**src/rtl/dmem_arb_pkg.sv**
```systemverilog
// Shared types and constants for the data-memory arbiter (core MEM stage vs. CNN loader).
package dmem_arb_pkg;

  typedef enum logic [0:0] {
    IDLE = 1'b0,
    LOCK = 1'b1
  } arb_state_e;

  localparam int PORT_CORE = 0;
  localparam int PORT_EXT  = 1;

  localparam int DEF_ADDR_W    = 32;
  localparam int DEF_DATA_W    = 32;
  localparam int DEF_MAX_WAIT  = 8;
  localparam int DEF_BURST_MAX = 16;

  // Wait and burst counters cover the 1..255 parameter range.
  localparam int CNT_W = 8;

endpackage

```
**src/rtl/dmem_arb_wait_ctr.sv**
```systemverilog
// Saturating count of consecutive denied external cycles; starve goes high once the
// count reaches MAX_WAIT and stays high until the external master is granted.
module dmem_arb_wait_ctr
  import dmem_arb_pkg::*;
#(
  parameter int MAX_WAIT = DEF_MAX_WAIT
) (
  input  logic clk,
  input  logic rst,
  input  logic inc,
  input  logic clr,
  output logic starve
);

  localparam logic [CNT_W-1:0] MAX_WAIT_C = CNT_W'(MAX_WAIT);

  logic [CNT_W-1:0] cnt_r;
  logic [CNT_W-1:0] cnt_nxt_s;
  logic             starve_r;

  // Next count: a grant clears, a denied request counts up to the ceiling.
  always_comb begin
    cnt_nxt_s = cnt_r;
    if (clr) begin
      cnt_nxt_s = {CNT_W{1'b0}};
    end else if (inc && (cnt_r != MAX_WAIT_C)) begin
      cnt_nxt_s = cnt_r + CNT_W'(1);
    end else begin
      cnt_nxt_s = cnt_r;
    end
  end

  // Counter and starve flag registers.
  always_ff @(posedge clk or negedge rst) begin
    if (!rst) begin
      cnt_r    <= {CNT_W{1'b0}};
      starve_r <= 1'b0;
    end else begin
      cnt_r    <= cnt_nxt_s;
      starve_r <= (cnt_nxt_s == MAX_WAIT_C);
    end
  end

  assign starve = starve_r;

endmodule

```
**src/rtl/dmem_arbiter.sv**
```systemverilog
// Single-port data memory arbiter between the core MEM stage and the CNN loader, with
// locked external bursts. Define DMEM_ARB_STARVE_EN to enable external anti-starvation.
module dmem_arbiter
  import dmem_arb_pkg::*;
#(
  parameter int ADDR_W    = DEF_ADDR_W,
  parameter int DATA_W    = DEF_DATA_W,
  parameter int MAX_WAIT  = DEF_MAX_WAIT,
  parameter int BURST_MAX = DEF_BURST_MAX
) (
  input  logic              clk,
  input  logic              rst,
  input  logic              core_req,
  input  logic              core_we,
  input  logic [ADDR_W-1:0] core_addr,
  input  logic [DATA_W-1:0] core_wdata,
  output logic              core_gnt,
  output logic              core_stall,
  output logic [DATA_W-1:0] core_rdata,
  output logic              core_rvalid,
  input  logic              ext_req,
  input  logic              ext_lock,
  input  logic              ext_we,
  input  logic [ADDR_W-1:0] ext_addr,
  input  logic [DATA_W-1:0] ext_wdata,
  output logic              ext_gnt,
  output logic [DATA_W-1:0] ext_rdata,
  output logic              ext_rvalid,
  output logic [ADDR_W-1:0] mem_addr,
  output logic [DATA_W-1:0] mem_wdata,
  output logic              mem_read,
  output logic              mem_write,
  input  logic [DATA_W-1:0] mem_rdata
);

  localparam logic [CNT_W-1:0] BURST_MAX_C = CNT_W'(BURST_MAX);

  arb_state_e       state_r;
  arb_state_e       state_nxt_s;
  logic [CNT_W-1:0] burst_cnt_r;
  logic [CNT_W-1:0] burst_cnt_nxt_s;
  logic             forced_r;
  logic             forced_nxt_s;
  logic [1:0]       gnt_s;
  logic             starve_s;

  logic              core_rvalid_r;
  logic              ext_rvalid_r;
  logic [DATA_W-1:0] core_rdata_r;
  logic [DATA_W-1:0] ext_rdata_r;

`ifdef DMEM_ARB_STARVE_EN
  dmem_arb_wait_ctr #(
    .MAX_WAIT (MAX_WAIT)
  ) u_wait_ctr (
    .clk    (clk),
    .rst    (rst),
    .inc    (ext_req & ~gnt_s[PORT_EXT]),
    .clr    (gnt_s[PORT_EXT]),
    .starve (starve_s)
  );
`else
  // Fixed core priority in this build; MAX_WAIT is intentionally left without effect.
  logic [CNT_W-1:0] max_wait_unused_s;
  assign max_wait_unused_s = CNT_W'(MAX_WAIT);
  assign starve_s          = 1'b0;
`endif

  // Arbitration, burst tracking and next state.
  always_comb begin
    gnt_s           = 2'b00;
    state_nxt_s     = state_r;
    burst_cnt_nxt_s = burst_cnt_r;
    forced_nxt_s    = 1'b0;
    case (state_r)
      IDLE: begin
        // Right after a forced burst end the core gets first pick, starve or not.
        if (forced_r) begin
          if (core_req) begin
            gnt_s[PORT_CORE] = 1'b1;
          end else if (ext_req) begin
            gnt_s[PORT_EXT] = 1'b1;
          end else begin
            gnt_s = 2'b00;
          end
        end else if (starve_s && ext_req) begin
          gnt_s[PORT_EXT] = 1'b1;
        end else if (core_req) begin
          gnt_s[PORT_CORE] = 1'b1;
        end else if (ext_req) begin
          gnt_s[PORT_EXT] = 1'b1;
        end else begin
          gnt_s = 2'b00;
        end
        if (gnt_s[PORT_EXT] && ext_lock && !forced_r) begin
          // A one-grant burst limit ends the burst on its opening grant.
          if (BURST_MAX_C == CNT_W'(1)) begin
            forced_nxt_s    = 1'b1;
            burst_cnt_nxt_s = {CNT_W{1'b0}};
          end else begin
            state_nxt_s     = LOCK;
            burst_cnt_nxt_s = CNT_W'(1);
          end
        end else begin
          burst_cnt_nxt_s = {CNT_W{1'b0}};
        end
      end
      LOCK: begin
        gnt_s[PORT_EXT] = ext_req;
        if (ext_req && ((burst_cnt_r + CNT_W'(1)) == BURST_MAX_C)) begin
          state_nxt_s     = IDLE;
          burst_cnt_nxt_s = {CNT_W{1'b0}};
          forced_nxt_s    = 1'b1;
        end else if (!ext_lock) begin
          state_nxt_s     = IDLE;
          burst_cnt_nxt_s = {CNT_W{1'b0}};
        end else if (ext_req) begin
          burst_cnt_nxt_s = burst_cnt_r + CNT_W'(1);
        end else begin
          burst_cnt_nxt_s = burst_cnt_r;
        end
      end
      default: begin
        state_nxt_s     = IDLE;
        burst_cnt_nxt_s = {CNT_W{1'b0}};
      end
    endcase
  end

  // State, burst counter and forced-exit flag registers.
  always_ff @(posedge clk or negedge rst) begin
    if (!rst) begin
      state_r     <= IDLE;
      burst_cnt_r <= {CNT_W{1'b0}};
      forced_r    <= 1'b0;
    end else begin
      state_r     <= state_nxt_s;
      burst_cnt_r <= burst_cnt_nxt_s;
      forced_r    <= forced_nxt_s;
    end
  end

  // Memory-side mux from the granted port; idle bus drives zeros.
  always_comb begin
    mem_addr  = {ADDR_W{1'b0}};
    mem_wdata = {DATA_W{1'b0}};
    mem_read  = 1'b0;
    mem_write = 1'b0;
    if (gnt_s[PORT_CORE]) begin
      mem_addr  = core_addr;
      mem_wdata = core_wdata;
      mem_read  = ~core_we;
      mem_write = core_we;
    end else if (gnt_s[PORT_EXT]) begin
      mem_addr  = ext_addr;
      mem_wdata = ext_wdata;
      mem_read  = ~ext_we;
      mem_write = ext_we;
    end else begin
      mem_addr  = {ADDR_W{1'b0}};
      mem_wdata = {DATA_W{1'b0}};
      mem_read  = 1'b0;
      mem_write = 1'b0;
    end
  end

  // Read return: capture on the grant edge, rvalid for one cycle, data held until next read.
  always_ff @(posedge clk or negedge rst) begin
    if (!rst) begin
      core_rvalid_r <= 1'b0;
      ext_rvalid_r  <= 1'b0;
      core_rdata_r  <= {DATA_W{1'b0}};
      ext_rdata_r   <= {DATA_W{1'b0}};
    end else begin
      core_rvalid_r <= gnt_s[PORT_CORE] & ~core_we;
      ext_rvalid_r  <= gnt_s[PORT_EXT] & ~ext_we;
      if (gnt_s[PORT_CORE] && !core_we) begin
        core_rdata_r <= mem_rdata;
      end
      if (gnt_s[PORT_EXT] && !ext_we) begin
        ext_rdata_r <= mem_rdata;
      end
    end
  end

  assign core_gnt    = gnt_s[PORT_CORE];
  assign ext_gnt     = gnt_s[PORT_EXT];
  assign core_stall  = core_req & ~gnt_s[PORT_CORE];
  assign core_rvalid = core_rvalid_r;
  assign core_rdata  = core_rdata_r;
  assign ext_rvalid  = ext_rvalid_r;
  assign ext_rdata   = ext_rdata_r;

endmodule

```
**config.mk**
```make
export PLATFORM = sky130hd
export DESIGN_NAME = dmem_arbiter
export DESIGN_NICKNAME = d
export VERILOG_FILES = /design/src/rtl/dmem_arb_pkg.sv /design/src/rtl/dmem_arb_wait_ctr.sv /design/src/rtl/dmem_arbiter.sv
export SDC_FILE = /design/constraint.sdc
export NUM_CORES = 1
export LEC_CHECK = 0
export CAP_MARGIN = 25
export CORE_MARGIN = 5
export CORE_UTILIZATION = 28
export CTS_CLUSTER_DIAMETER = 30
export DETAILED_ROUTE_END_ITERATION = 6
export PLACE_DENSITY = 0.69
export SLEW_MARGIN = 30
export SYNTH_ARGS = -nofsm -noshare
export SYNTH_HDL_FRONTEND = slang
export SYNTH_HIERARCHICAL = 1
export SYNTH_SLANG_ARGS = --single-unit
```
**constraint.sdc**
```tcl
create_clock -name clk -period 2.6 [get_ports clk]
set_clock_uncertainty 0.2 [all_clocks]
set_input_delay 0.39 -clock clk [delete_from_list [all_inputs] [get_ports clk]]
set_output_delay 0.39 -clock clk [all_outputs]
set_load 0.01 [all_outputs]
```
==> results of run 1 <==
==> synth_stat cells (2+ instances only) <==
cell type,count
a211o_1,2
a21oi_1,3
and2_1,3
buf_1,8
buf_2,6
buf_4,3
clkbuf_1,12
dfrtp_1,76
ha_1,2
inv_1,2
mux2_1,3
mux2_2,61
nand2_1,138
nand3_1,68
nand4_1,2
nor2_1,10
nor2_2,2
xnor2_1,3
xor2_1,5
==> sequential cells by signal, summed over array words and instances, names as in the netlist <==
name / count
state_r: 1
forced_r: 1
burst_cnt_r: 8
ext_rvalid: 1
ext_rdata: 32
core_rdata: 32
core_rvalid: 1
==> cell families after synthesis <==
family	synth area share, %
AOI/OAI and AO/OA	1.82
xor gates and xnor gates	1.79
adders and majority gates	0.638
buffers and inverters	3.45
DFF	48.5
muxes	18.6
and+or+nand+nor	25.1
==> power breakdown <==
group,switching [mW],total (mW),internal [mW]
Clock,0.496,1.37,0.876
Sequential,0.109,1.50,1.39
Combinational,0.604,1.57,0.968
==> per-layer routing <==
layer / GRT usage, % / wire, um / vias up
met3: 7.67 / 1900 / 22
met4: 4.81 / 257 / 0
met1: 22.0 / 6280 / 2027
met5: 0 / 0 / -
li1: - / - / 2015
met2: 31.3 / 8180 / 221
==> worst max-delay path, cell delays in order (launching register included) <==
cell,delay [ns]
dfrtp_1,0.40
nand2b_4,0.23
inv_6,0.13
buf_12,0.17
nand2_1,0.09
nand2_1,0.07
clkdlybuf4s50_1,0.53
==> worst paths after layout <==
check / start / to
min in group asynchronous: rst / ext_rdata[19]$_DFFE_PN0P_
worst max register to register: state_r$_DFF_PN0_ / ext_rdata[14]$_DFFE_PN0P_
worst min-delay path: ext_rdata[1]$_DFFE_PN0P_ / ext_rdata[1]$_DFFE_PN0P_
worst min register to register: ext_rdata[1]$_DFFE_PN0P_ / ext_rdata[1]$_DFFE_PN0P_
worst max-delay path: state_r$_DFF_PN0_ / mem_addr[16]
max in group asynchronous: rst / forced_r$_DFF_PN0_
==> cell type report <==
class	count	area (um^2)	area share, %
flip-flops and latches	76	1900	24.7
well taps	180	225	2.93
clock buffers	10	239	3.11
inverters	2	12.5	0.163
clock inverters	6	96.3	1.25
multi-input cells	313	1910	24.8
repair buffers	322	3310	43.1
==> metrics by stage <==
| stage | setup TNS [ns] | hold slack [ns] | cells | setup WS, ns |
|---|---|---|---|---|
| 6_report | 0 | 0.286 | 909 | 0.0630 |
| 5_1_grt | -0.0172 | 0.313 | 909 | -0.0144 |
| 4_1_cts | -1.47 | 0.291 | 906 | -0.0705 |
| 3_5_place_dp | -0.978 | 0.242 | 889 | -0.127 |
| 3_3_place_gp | -0.601 | 0.232 | 889 | -0.117 |
| 2_1_floorplan | 0 | -0.106 | 420 | 0.669 |
==> repair_timing <==
item | CTS | global route
pin swaps | 0 | 0
endpoints found under the setup margin | 49 | 50
hold buffers | 1 | 0
hold endpoints to repair | 46 | 0
gates resized for setup | 11 | 14
gates cloned | 0 | 2
buffers inserted | 0 | 1
==> results.toml, run 1 <==
[run_status]
status = "complete, no violations"

[die]
core_area_mm2 = 0.0138
die_x_um = 128
die_area_mm2 = 0.0165
floorplan.initialDensity_pct = 28.3
rows = 43
fp.dieH_um = 128
io-pin-count = 302

[power]
ir_drop_mv = 0.436
power.density_mw_per_mm2 = 577
p_leak_nw = 3.43
total_power_mw = 4.44

[synth]
synth_top_area_share_pct = 48.5
synth_seq_cells = 76
async_flop_share_pct = 100
synth-seq-area-share_pct = 48.5
synth_cell_type_count = 30
synth_ff_type = "dfrtp_1"
synth.avg_cell_area_um2 = 9.33
syn-cell-area_mm2 = 0.00392
synth_nets = 589
ys_warn_count = 6
synthTopCellsByArea = "dfrtp_1, mux2_2, nand2_1"
synth_enable_flop_cells = 0
synth_top_area_cell = "dfrtp_1"
syn_inst = 420

[flow_run]
cap_violations = 0

[min_path]
worstHoldPathCells = 1
hold_path_class = "reg -> reg"

[cts]
cts.sinks = 76
cts_htree_levels = 3
path_clk_slew_ns = 0.06
clk_path_buf_depth = 2
numCtsBuffers = 9
worstSkewPairLatency_ns = 0.33
cts_tree = "done"
clockRootBuffer = "clkbuf_16"

[layout]
layout_commonest_cell = "clkdlybuf4s50_1"
layout.nets = 893
final_cell_mix = "clkdlybuf4s50_1, nand2_1, dfrtp_1"
drive_gt1_share_pct = 14.5
fin_area_mm2 = 0.00769
num_antenna_cells = 0
fin_util_pct = 55.6
area_growth_pct = 96.3
fill_cells = 1190

[placed_design]
dp_hpwl_um = 12800
dpl_cell_area_mm2 = 0.00725
io_buffers = 301
gp_congestion = 0.940

[grt]
track_usage_pct = 18.6
grt.overflow.total = 0
antenna_found_initial = 0
grt_start_max_net_pins = 51
grt_first_pass_wirelength_um = 24400
grt_pass1_vias = 4504

[worst_setup_path]
cp-start-kind = "flop"
cp.arrival_ns = 1.95
critPathRequiredTime_ns = 2.01
critPathMaxFanout = 20
crit_type = "reg -> out"
rrSetupSlack_ns = 0.40
critical_path.endpoint_type = "primary output"
reg2reg_depth = 8

[drt]
vias = 4285
drtIter0Drc = 233
ant_nets = 0
postRouteWirelength_um = 16600
wl_per_cell_um = 18.3
vias_per_cell = 4.71
detailedRoute.firstPassIterationCount = 6
post-route-drc-count = 0

[timing]
period_needed_ns = 2.54
slew_violations = 0
fmax_mhz = 394
finalHoldViolations = 0
tightest_slew_ns = 0.615
setup_viol = 0
relSlewSlack_pct = 59.0
min_period_over_period_pct = 97.6
(Power assumes the default switching activity.)
==> run 2, diff against run 1 <==
--- a/config.mk
+++ b/config.mk
@@ -9,8 +9,10 @@
 export CORE_MARGIN = 5
 export CORE_UTILIZATION = 28
 export CTS_CLUSTER_DIAMETER = 30
+export CTS_CLUSTER_SIZE = 25
 export DETAILED_ROUTE_END_ITERATION = 6
 export PLACE_DENSITY = 0.69
+export REMOVE_ABC_BUFFERS = 1
 export SLEW_MARGIN = 30
 export SYNTH_ARGS = -nofsm -noshare
 export SYNTH_HDL_FRONTEND = slang
==> run 2 against run 1 <==
Count of clock-buffer cells in the layout grew 2; non-clock buffer count grew 6; global-route usage grew 0.80 points; largest power group unchanged; highest routed layer unchanged.
==> results.toml, run 2 (synthesis results as in run 1) <==
[run_status]
status = "complete, no violations"

[placed_design]
gp_congestion = 0.931
dp_hpwl_um = 13300
place_ws_ns = -0.0723
io_buffers = 301

[grt]
antenna_found_initial = 1
grt_start_max_net_pins = 78
track_usage_pct = 19.4
grt_first_pass_wirelength_um = 25300
grt_pass1_vias = 4551
grt.overflow.total = 0

[worst_setup_path]
path_common_cell = "clkdlybuf4s50_1"
cp-start-kind = "input port"
crit_type = "in -> out"
critPathMaxFanout = 13
crit_slowest_cell = "clkdlybuf4s50_1"
critPathRequiredTime_ns = 2.01
critical_path.endpoint_type = "primary output"
reg2reg_depth = 7
cp.arrival_ns = 1.99
cp_slowest_stage_delay_ns = 0.53
cp_cell_sequence = "clkdlybuf4s50_1, nand2b_4, buf_12, buf_4, nand3_1, nand2_1, clkdlybuf4s50_1"

[min_path]
worstHoldPathCells = 1
hold_path_class = "reg -> reg"

[drt]
drtIter0Drc = 178
vias = 4265
ant_nets = 0
wl_per_cell_um = 18.9
postRouteWirelength_um = 17300
detailedRoute.firstPassIterationCount = 4
vias_per_cell = 4.66
post-route-drc-count = 0

[layout]
fin_util_pct = 56.0
final_cell_mix = "clkdlybuf4s50_1, nand2_1, dfrtp_1"
fill_cells = 1182
layout_commonest_cell = "clkdlybuf4s50_1"
drive_gt1_share_pct = 15.0
layout.nets = 899
area_growth_pct = 97.4

[timing]
rsz0062_at_grt = "true"
min_period_over_period_pct = 99.2
setup_viol = 0
slew_violations = 0
period_needed_ns = 2.58
tightest_slew_ns = 0.605
worst_slack_ns = 0.0202
fmax_mhz = 388
finalHoldViolations = 0
relSlewSlack_pct = 59.7

[cts]
cts.sinks = 76
cts_tree = "done"
worstSkewPairLatency_ns = 0.32
path_clk_slew_ns = 0.05
numCtsBuffers = 9
clockRootBuffer = "clkbuf_16"
clk_path_buf_depth = 2
cts_htree_levels = 3

[power]
power.density_mw_per_mm2 = 580
p_leak_nw = 3.75
ir_drop_mv = 0.517

[die]
io-pin-count = 302
die_area_mm2 = 0.0165
die_x_um = 128
fp.dieH_um = 128
core_area_mm2 = 0.0138
rows = 43
floorplan.initialDensity_pct = 28.3

[flow_run]
cap_violations = 0
==> run 2: cell count changes in the layout (fill, tap and decap cells not counted), moves of 2 or more <==
cell             delta
buf_4               +3
buf_6               +2
clkinv_4            -2
nor2_4              -2
clkdlybuf4s50_1    -47
nor2_2              +2
dlygate4sd2_1      +31
dlymetal6s2s_1     +16
==> run 2: routing by layer <==
metal  vias up  routed length, um  track usage [%]
li1       2033                  -                -
met1      2020               6800             23.1
met2       198               8300             31.7
met3        14               2000             9.25
met4         0                220             4.81
met5         -                  0                0
==> run 2: power breakdown <==
| part | leakage [nW] | internal [mW] | switching, mW | total, mW |
|---|---|---|---|---|
| combinational | 2.66 | 0.937 | 0.618 | 1.55 |
| sequential | 0.918 | 1.39 | 0.111 | 1.50 |
| clock | 0.173 | 0.988 | 0.443 | 1.43 |
| total | 3.75 | 3.31 | 1.17 | 4.48 |
==> run 2: critical path, delay by kind of cell <==
| family | cells | cell delay (ns) |
|---|---|---|
| and+or+nand+nor | 3 | 0.30 |
| buffers and inverters | 4 | 1.29 |
==> run 2: final cells by class <==
class	count	area [um^2]	area share, %
repair buffers	328	3360	43.4
clock buffers	12	256	3.32
flip-flops and latches	76	1900	24.6
multi-input cells	313	1890	24.4
well taps	180	225	2.91
clock inverters	4	95.1	1.23
diodes	1	2.50	0.0323
inverters	2	10.0	0.129
==> run 2: stage by stage <==
| stage | cells | hold WS, ns | power (mW) | setup TNS [ns] | instance area (um^2) |
|---|---|---|---|---|---|
| floorplan | 391 | -0.106 | 2.00 | -132.14 | 3790 |
| global placement | 895 | 0.227 | 3.08 | -1.59 | 7280 |
| detailed placement | 895 | 0.236 | 3.10 | -1.19 | 7280 |
| CTS | 912 | 0.287 | 4.53 | -0.112 | 7590 |
| global route | 916 | 0.304 | 4.71 | -0.0597 | 7740 |
| finish | 916 | 0.284 | 4.48 | 0 | 7740 |
==> run 2: what timing repair did <==
action / 4_1_cts / 5_1_grt
hold buffers: 1 / 0
endpoints found under the setup margin: 47 / 25
cloned: 0 / 2
endpoints found under the hold margin: 25 / 0
buffers inserted: 0 / 1
resized for setup: 41 / 27
==> run 2: worst paths after layout <==
kind,from,to,slack [ns]
hold reg to reg,ext_rdata[2]$_DFFE_PN0P_,ext_rdata[2]$_DFFE_PN0P_,0.28
setup / recovery,core_req,mem_wdata[19],0.02
setup reg to reg,state_r$_DFF_PN0_,ext_rdata[6]$_DFFE_PN0P_,0.47
min in group asynchronous,rst,core_rdata[31]$_DFFE_PN0P_,0.43
hold / removal,ext_rdata[2]$_DFFE_PN0P_,ext_rdata[2]$_DFFE_PN0P_,0.28
max in group asynchronous,rst,ext_rdata[21]$_DFFE_PN0P_,1.09
==> run 3, diff against run 2 <==
--- a/config.mk
+++ b/config.mk
@@ -6,7 +6,7 @@
 export NUM_CORES = 1
 export LEC_CHECK = 0
 export CAP_MARGIN = 25
-export CORE_MARGIN = 5
+export CORE_MARGIN = 4
 export CORE_UTILIZATION = 28
 export CTS_CLUSTER_DIAMETER = 30
 export CTS_CLUSTER_SIZE = 25
==> run 3 against run 2 <==
Hold slack better by 0.022 ns; die area is 3.1% lower; combinational power hardly changed; clock power hardly changed; count of clock-buffer cells in the layout is 2 lower; critical path depth is 1 lower; first-iteration DRC count is 8.4% lower; core utilization is 0.68 points higher; total power is 0.38% lower; cell count is 1.3% lower; critical path type is now reg -> out; critical endpoint is now mem_addr[5]; largest cell class unchanged; highest routed layer is now met5.
==> results.toml, run 3 (synthesis results as in run 1) <==
[run_status]
status = "complete, no violations"

[cts]
post_cts_buffers = 0
numCtsBuffers = 9
worstSkewPairLatency_ns = 0.32
clk_path_buf_depth = 2
cts_htree_levels = 3
clockRootBuffer = "clkbuf_16"
path_clk_slew_ns = 0.06
cts_tree = "done"
cts.sinks = 76

[timing]
min_period_over_period_pct = 96.5
fmax_mhz = 398
slew_violations = 0
setup_viol = 0
rsz0062_at_grt = "false"
tightest_slew_ns = 0.565
finalHoldViolations = 0
period_needed_ns = 2.51
worst_slack_ns = 0.0901
relSlewSlack_pct = 62.3
fin_hold_ws_ns = 0.306

[die]
fp.dieH_um = 126
core_area_mm2 = 0.0135
io-pin-count = 302
die_area_mm2 = 0.0160
floorplan.initialDensity_pct = 29.1
rows = 42
die_x_um = 126

[worst_setup_path]
crit_cells = 6
timing.rr.end = "ext_rdata[27]$_DFFE_PN0P_"
r2r_start = "state_r$_DFF_PN0_"
crit_type = "reg -> out"
reg2reg_depth = 7
rrSetupSlack_ns = 0.43
cp-start-kind = "flop"
cp_slowest_stage_delay_ns = 0.54
cp_top_family = "buffers and inverters"
critPathBufInv = 3
cp_cell_sequence = "nand2b_4, inv_6, buf_12, nand2_1, nand2_1, clkdlybuf4s50_1"
cp.arrival_ns = 1.92
critPathRequiredTime_ns = 2.01
crit_slowest_cell = "clkdlybuf4s50_1"
crit_path_start = "state_r$_DFF_PN0_"
critical_path.endpoint_type = "primary output"
critPathMaxFanout = 19
crit_path_end = "mem_addr[5]"
path_common_cell = "nand2_1"

[power]
p_leak_nw = 3.44
power.density_mw_per_mm2 = 586
ir_drop_mv = 0.522

[grt]
grt.overflow.total = 0
track_usage_pct = 21.9
grt_pass1_vias = 4531
grt_first_pass_wirelength_um = 27400
grt_start_max_net_pins = 78
antenna_found_initial = 2

[drt]
vias = 4324
ant_nets = 0
postRouteWirelength_um = 18300
drtIter0Drc = 163
wl_per_cell_um = 20.3
vias_per_cell = 4.78
detailedRoute.firstPassIterationCount = 4
post-route-drc-count = 0

[layout]
final_cell_mix = "clkdlybuf4s50_1, nand2_1, dfrtp_1"
area_growth_pct = 94.4
layout.nets = 890
fin_util_pct = 56.6
drive_gt1_share_pct = 14.0
layout_commonest_cell = "clkdlybuf4s50_1"
instances_no_fill = 904

[placed_design]
dp_hpwl_um = 14300
place_ws_ns = -0.114
placed_cells = 882
io_buffers = 301
gp_congestion = 1.02

[flow_run]
cap_violations = 0

[min_path]
hold_path_class = "reg -> reg"
-- run 3: worst reg2reg max path, stage by stage, from the launching register on --
cell and delay [ns]:
dfrtp_1 0.39, nand2b_4 0.23, buf_12 0.19, nand2_1 0.12
buf_4 0.16, nor2_2 0.16, buf_4 0.25, mux2_2 0.36
-- run 3: timing repair --
action	in CTS	in global routing
endpoints found under the hold margin	41	0
gates cloned	0	3
setup endpoints to repair	55	23
hold buffers	1	0
gates resized for setup	44	4
-- run 3: how the worst min path moves through the flow --
stage	startpoint	end	slack, ns	cells after the start
final	core_rdata[13]$_DFFE_PN0P_	core_rdata[13]$_DFFE_PN0P_	0.31	1
after global routing	core_rdata[13]$_DFFE_PN0P_	core_rdata[13]$_DFFE_PN0P_	0.32	1
after CTS	core_rdata[13]$_DFFE_PN0P_	core_rdata[13]$_DFFE_PN0P_	0.31	1
after detailed placement	rst	ext_rdata[12]$_DFFE_PN0P_	0.23	1
after global placement	rst	ext_rdata[12]$_DFFE_PN0P_	0.22	1
after floorplan	rst	burst_cnt_r[0]$_DFFE_PN0P_	-0.11	0
-- run 3: area by class of cell --
class / count / area (um^2)
Inverter: 2 / 12.5
Clock inverter: 6 / 113
Clock buffer: 10 / 229
Antenna cell: 2 / 5.00
Multi-Input combinational cell: 313 / 1890
Timing Repair Buffer: 319 / 3240
Sequential cell: 76 / 1900
Fill cell: 1196 / 5830
Tap cell: 176 / 220
-- run 3: where the power goes --
group          switching [mW]  internal (mW)
registers               0.110           1.39
logic                   0.623          0.933
clock network           0.475          0.939
total                    1.21           3.26
-- run 3: metrics by stage --
stage	power (mW)	TNS (ns)	instance area [um^2]
finish	4.47	0	7620
global route	4.70	0	7620
CTS	4.50	-0.0557	7530
detailed placement	3.09	-1.50	7230
global placement	3.06	-1.07	7230
floorplan	2.00	-132.14	3790
-- run 3: layer usage --
layer	vias to the layer above	routed length, um	GRT usage, %
met4	2	625	8.01
met1	2033	6910	25.2
met5	-	12	0
met2	234	8850	37.0
met3	36	1930	8.79
li1	2019	-	-
